===== src/rtl/led_decoder_seq_if.sv =====
// led_decoder_seq_if: switch-side inputs and LED output of the LED decoder.
//   enable [2:0]     : 74x138-style enable code, active when 3'b100
//   switch [SEL_W-1:0]: LED select index
//   mode   [1:0]     : 00 DECODE, 01 SCAN, 10 BLINK, 11 reserved (idle)
//   led    [OUT_W-1:0]: active-low LED bank, driven by the decoder
// Modports: master drives the inputs and observes led; slave is the decoder.
interface led_decoder_seq_if #(
    parameter int unsigned SEL_W = 3
);
    localparam int unsigned OUT_W = 2 ** SEL_W;

    logic [2:0]       enable;
    logic [SEL_W-1:0] switch;
    logic [1:0]       mode;
    logic [OUT_W-1:0] led;

    modport master (output enable, output switch, output mode, input led);
    modport slave  (input enable, input switch, input mode, output led);
endinterface


===== src/rtl/led_decoder_seq.sv =====
// led_decoder_seq: registered SEL_W-to-2**SEL_W one-hot decoder for active-low
// LEDs with plain decode, walking-LED scan and blinking modes, paced by an
// internal PRESCALE_W-bit prescaler (one tick every 2**PRESCALE_W cycles).
// Ports:
//   clk  : rising-edge clock
//   rst  : asynchronous reset, active low
//   bus  : led_decoder_seq_if.slave (enable, switch, mode in; led out)
// Optional feature: define LED_DECODER_BOUNCE_EN to make SCAN ping-pong
// between 0 and OUT_W-1 instead of wrapping upward.
module led_decoder_seq #(
    parameter int unsigned SEL_W      = 3,
    parameter int unsigned PRESCALE_W = 4
) (
    input  logic                 clk,
    input  logic                 rst,
    led_decoder_seq_if.slave     bus
);
    localparam int unsigned OUT_W = 2 ** SEL_W;

    typedef enum logic [1:0] {
        ST_IDLE   = 2'd0,
        ST_DECODE = 2'd1,
        ST_SCAN   = 2'd2,
        ST_BLINK  = 2'd3
    } state_e;

    state_e                state_q, state_d;
    logic [PRESCALE_W-1:0] psc_q, psc_d;
    logic [SEL_W-1:0]      pos_q, pos_d;
    logic                  phase_q, phase_d;
    logic [OUT_W-1:0]      led_q, led_d;
`ifdef LED_DECODER_BOUNCE_EN
    logic                  dir_up_q, dir_up_d;
`endif

    logic tick;

    // Active-low one-hot pattern, shift done at full LED width.
    function automatic logic [OUT_W-1:0] dec_n(input logic [SEL_W-1:0] idx);
        logic [OUT_W-1:0] one;
        one = OUT_W'(1);
        return ~(one << idx);
    endfunction

    assign tick    = (psc_q == '1);
    assign bus.led = led_q;

    // Next state, prescaler, scan position, blink phase and LED pattern.
    always_comb begin
        state_d  = ST_IDLE;
        psc_d    = psc_q;
        pos_d    = pos_q;
        phase_d  = phase_q;
        led_d    = '1;
`ifdef LED_DECODER_BOUNCE_EN
        dir_up_d = dir_up_q;
`endif

        if (bus.enable == 3'b100) begin
            case (bus.mode)
                2'b00:   state_d = ST_DECODE;
                2'b01:   state_d = ST_SCAN;
                2'b10:   state_d = ST_BLINK;
                default: state_d = ST_IDLE;
            endcase
        end

        case (state_d)
            ST_DECODE: begin
                led_d = dec_n(bus.switch);
            end

            ST_SCAN: begin
                if (state_q != ST_SCAN) begin
                    // Entry: load start position, restart prescaler.
                    pos_d    = bus.switch;
                    psc_d    = '0;
`ifdef LED_DECODER_BOUNCE_EN
                    dir_up_d = 1'b1;
`endif
                end else begin
                    psc_d = psc_q + PRESCALE_W'(1);
                    if (tick) begin
`ifdef LED_DECODER_BOUNCE_EN
                        // Turn around at the ends so each endpoint is shown once.
                        if (dir_up_q) begin
                            if (pos_q == SEL_W'(OUT_W - 1)) begin
                                dir_up_d = 1'b0;
                                pos_d    = pos_q - SEL_W'(1);
                            end else begin
                                pos_d    = pos_q + SEL_W'(1);
                            end
                        end else begin
                            if (pos_q == '0) begin
                                dir_up_d = 1'b1;
                                pos_d    = pos_q + SEL_W'(1);
                            end else begin
                                pos_d    = pos_q - SEL_W'(1);
                            end
                        end
`else
                        pos_d = pos_q + SEL_W'(1);
`endif
                    end
                end
                led_d = dec_n(pos_d);
            end

            ST_BLINK: begin
                if (state_q != ST_BLINK) begin
                    phase_d = 1'b1;
                    psc_d   = '0;
                end else begin
                    psc_d = psc_q + PRESCALE_W'(1);
                    if (tick) begin
                        phase_d = ~phase_q;
                    end
                end
                led_d = phase_d ? dec_n(bus.switch) : '1;
            end

            default: begin
                led_d = '1;
            end
        endcase
    end

    // State and datapath registers.
    always_ff @(posedge clk or negedge rst) begin
        if (!rst) begin
            state_q  <= ST_IDLE;
            psc_q    <= '0;
            pos_q    <= '0;
            phase_q  <= 1'b1;
            led_q    <= '1;
`ifdef LED_DECODER_BOUNCE_EN
            dir_up_q <= 1'b1;
`endif
        end else begin
            state_q  <= state_d;
            psc_q    <= psc_d;
            pos_q    <= pos_d;
            phase_q  <= phase_d;
            led_q    <= led_d;
`ifdef LED_DECODER_BOUNCE_EN
            dir_up_q <= dir_up_d;
`endif
        end
    end
endmodule


===== src/flat_wrapper.sv =====
// flat-port wrapper written by rule: the top's interface ports become plain ports
module led_decoder_seq_flat 
#(
    parameter int unsigned SEL_W      = 3,
    parameter int unsigned PRESCALE_W = 4
)
  (clk, rst, bus_enable, bus_switch, bus_mode, bus_led);
  led_decoder_seq_if #(.SEL_W(SEL_W)) bus_i ();
  input  logic clk;
  input  logic rst;
  input wire logic [$bits(bus_i.enable)-1:0] bus_enable;
  input wire logic [$bits(bus_i.switch)-1:0] bus_switch;
  input wire logic [$bits(bus_i.mode)-1:0] bus_mode;
  output wire logic [$bits(bus_i.led)-1:0] bus_led;
  assign bus_i.enable = bus_enable;
  assign bus_i.switch = bus_switch;
  assign bus_i.mode = bus_mode;
  assign bus_led = bus_i.led;
  led_decoder_seq #(.SEL_W(SEL_W), .PRESCALE_W(PRESCALE_W)) u_core (.clk(clk), .rst(rst), .bus(bus_i));
endmodule

===== config.mk =====
export PLATFORM = sky130hd
export DESIGN_NAME = led_decoder_seq_flat
export DESIGN_NICKNAME = d
export VERILOG_FILES = /design/src/rtl/led_decoder_seq_if.sv /design/src/rtl/led_decoder_seq.sv /design/src/flat_wrapper.sv
export SDC_FILE = /design/constraint.sdc
export NUM_CORES = 1
export LEC_CHECK = 0
export ABC_CLOCK_PERIOD_IN_PS = 1960
export BUFFER_PORTS_ARGS = -buffer_cell sky130_fd_sc_hd__buf_2
export CAP_MARGIN = 20
export CORE_MARGIN = 2
export CORE_UTILIZATION = 35
export DETAILED_ROUTE_END_ITERATION = 8
export SYNTH_ARGS = -nofsm -noshare
export SYNTH_HDL_FRONTEND = slang
export SYNTH_SLANG_ARGS = --single-unit

===== constraint.sdc =====
create_clock -name clk -period 1.96 [get_ports clk]
set_input_delay 0 -clock clk [delete_from_list [all_inputs] [get_ports clk]]
set_output_delay 0 -clock clk [all_outputs]
set_load 0.01 [all_outputs]

==> flow_summary.json <==
{
  "status": "completed",
  "p_per_area_nw_per_um2": 612,
  "path_clk_slew_ns": 0.10,
  "hold_depth": 4,
  "clock_path_buffers": 2,
  "cts_resized": 0,
  "hp-start": "bus_enable[0]",
  "cts_setup_buffers": 0,
  "port_buffers": 17,
  "final-setup-viol-count": 0,
  "avgSynthCellArea_um2": 10.4,
  "finalNetCount": 151,
  "vias": 986,
  "worstRegToRegCells": 5,
  "finalWirelength_um": 2560,
  "die_area_um2": 3990,
  "io_pins": 18,
  "antenna_found_initial": 0,
  "drt_pass1_iterations": 4,
  "netlist_area_um2": 1220,
  "critPathLaunchType": "register",
  "rsz0062_at_grt": "false",
  "arrival_ns": 1.88,
  "min_period_ns": 1.67,
  "num_antenna_cells": 0,
  "placed_cells": 175,
  "synth-seq-area-share_pct": 37.7,
  "dr.first_iter.drc_count": 25,
  "ys_types": 45,
  "fp.dieW_um": 63.2,
  "start_util_pct": 36.7,
  "maxSlewViolCount": 0,
  "cts_buffers": 3,
  "fin_util_pct": 41.0,
  "leakagePower_uw": 0.000536,
  "cts_tree": "done",
  "final_common_cell": "buf_2",
  "max_freq_mhz": 598,
  "grt_pass1_wl_um": 4530,
  "worstSetupPathType": "reg2reg",
  "syn_nets": 132,
  "gp_congestion": 0.795,
  "irDropWorstVdd_v": 0.000492,
  "crit_required_ns": 2.17,
  "layout.cells.non_filler": 182,
  "reg2reg_to": "u_core.bus.led[0]$_DFF_PN1_",
  "syn2layout_area_growth_pct": 11.7,
  "hold_path.class": "in2reg",
  "grt_max_degree": 19,
  "cts_root_buf": "clkbuf_4",
  "remaining_drc_errors": 0,
  "final_hold_viol_count": 0,
  "period_share_pct": 85.4,
  "grt_remaining_overflow": 0,
  "antenna_left": 0,
  "worst_pin_slew_ns": 0.382,
  "grt_use_total_pct": 14.1,
  "reg2reg_slack_ns": 0.29,
  "die_y_um": 63.2,
  "worstReg2RegStart": "u_core.psc_q[0]$_DFFE_PN0P_",
  "yosys_register_bits": 18,
  "dpl.hpwl_um": 1850,
  "core_um2": 3340,
  "viasPerCell": 5.42,
  "rows": 21,
  "syn_inst": 118,
  "hold-worst-slack_ns": 0.0111,
  "slew_headroom_pct": 74.2,
  "hold_end": "u_core.bus.led[4]$_DFF_PN1_",
  "timing.setup.tns_ns": 0,
  "drive_gt1_share_pct": 31.6,
  "cap_violations": 0,
  "wl_per_cell_um": 14.1,
  "clock_latency_ns": 0.30,
  "final_cell_mix": "buf_2 (17), dfstp_2 (9), dfrtp_1 (9)",
  "worstPathMaxFanout": 7,
  "htreeDepth": 1,
  "total_power_uw": 838,
  "synth_warnings": 0,
  "grt_pass1_vias": 968,
  "clock_skew_ns": 0.00353,
  "end_kind": "register",
  "clkSinkCount": 18
}
## worst max-delay path, stage by stage, from the launching register on
cell and delay (ns):
dfrtp_1 0.43, ha_1 0.27, nand3_2 0.18, mux2i_1 0.37, nand3_1 0.20, o311ai_1 0.14
## flip-flops by register name, indices dropped and copies added (netlist names)
register,flops
u_core.state_q,2
u_core.pos_q,3
u_core.phase_q,1
u_core.bus.led,8
u_core.psc_q,4
## per-layer routing
| layer | track usage (%) | vias to the layer above | routed length (um) |
|---|---|---|---|
| met2 | 24.5 | 17 | 1320 |
| li1 | - | 480 | - |
| met1 | 17.1 | 485 | 1120 |
| met4 | 4.44 | 0 | 51 |
| met3 | 3.39 | 4 | 70 |
| met5 | 0 | - | 0 |
## kinds of logic after synthesis
logic type                 share of synthesized area, %
AOI/OAI and AO/OA                                  17.6
xor gates and xnor gates                           4.80
adders and majority gates                          4.09
buffers and inverters                              8.89
DFF                                                37.7
muxes                                             0.817
and+or+nand+nor                                    26.2
## cell usage after synthesis (all sizes together)
| cell | count | area share (%) |
|---|---|---|
| nand3 | 6 | 2.9 |
| a2bb2oi | 2 | 1.4 |
| nand2 | 8 | 3.1 |
| a31oi | 3 | 1.5 |
| clkbuf | 1 | 0.41 |
| nor2b | 1 | 0.51 |
| o311ai | 5 | 3.6 |
| inv | 6 | 1.8 |
| ha | 4 | 4.1 |
| nand4bb | 1 | 0.92 |
| a311o | 1 | 0.82 |
| mux2i | 1 | 0.82 |
| nor2 | 3 | 2.2 |
| nand4 | 3 | 2.0 |
| nor3 | 2 | 0.82 |
| and3 | 1 | 0.51 |
| or2 | 1 | 0.51 |
| o32a | 1 | 0.82 |
| buf | 7 | 5.3 |
| nand2b | 6 | 3.1 |
| a21o | 1 | 0.61 |
| o21ai | 5 | 2.0 |
| xor2 | 1 | 0.72 |
| and4 | 1 | 0.92 |
| nor4b | 3 | 3.2 |
| a21oi | 4 | 1.6 |
| xnor2 | 4 | 4.1 |
| clkinv | 1 | 1.3 |
| o211ai | 3 | 1.8 |
| dfstp | 9 | 19 |
| nor4 | 4 | 3.1 |
| dfrtp | 9 | 18 |
| nor3b | 4 | 2.5 |
| o22a | 1 | 0.72 |
| o22ai | 5 | 2.6 |
## worst max-delay path by stage
stage / from / endpoint / slack (ns) / cells past startpoint
global placement: u_core.psc_q[0]$_DFFE_PN0P_ / u_core.bus.led[7]$_DFF_PN1_ / 0.35 / 5
CTS: u_core.psc_q[0]$_DFFE_PN0P_ / u_core.bus.led[5]$_DFF_PN1_ / 0.29 / 5
global route: u_core.psc_q[0]$_DFFE_PN0P_ / u_core.bus.led[3]$_DFF_PN1_ / 0.11 / 5
detailed placement: u_core.psc_q[0]$_DFFE_PN0P_ / u_core.bus.led[5]$_DFF_PN1_ / 0.31 / 5
floorplan: u_core.psc_q[0]$_DFFE_PN0P_ / u_core.bus.led[1]$_DFF_PN1_ / 0.45 / 5
finish: u_core.psc_q[0]$_DFFE_PN0P_ / u_core.bus.led[0]$_DFF_PN1_ / 0.29 / 5
## what timing repair did
action	CTS	global route
hold buffers	3	0
setup endpoints to repair	0	0
endpoints found under the hold margin	19	0
## through the flow
step	setup slack, ns	instance area (um^2)
finish	0.287	1370
global route	0.110	1370
floorplan	0.453	1220
detailed placement	0.314	1310
global placement	0.349	1310
CTS	0.288	1370
## report_power, final
part / switching, uW / total, uW / internal (uW)
sequential: 37.3 / 448 / 411
combinational: 106 / 192 / 86.0
clock: 118 / 198 / 79.3
total: 262 / 838 / 576
## area by class of cell
cell class | count | area (um^2)
clock buffer | 4 | 26.3
tap | 46 | 57.6
sequential | 18 | 462
timing repair buffer | 22 | 130
multi-input combinational | 85 | 654
fill | 318 | 1970
inverter | 7 | 38.8
No activity file was read; power rests on OpenSTA's default activity.
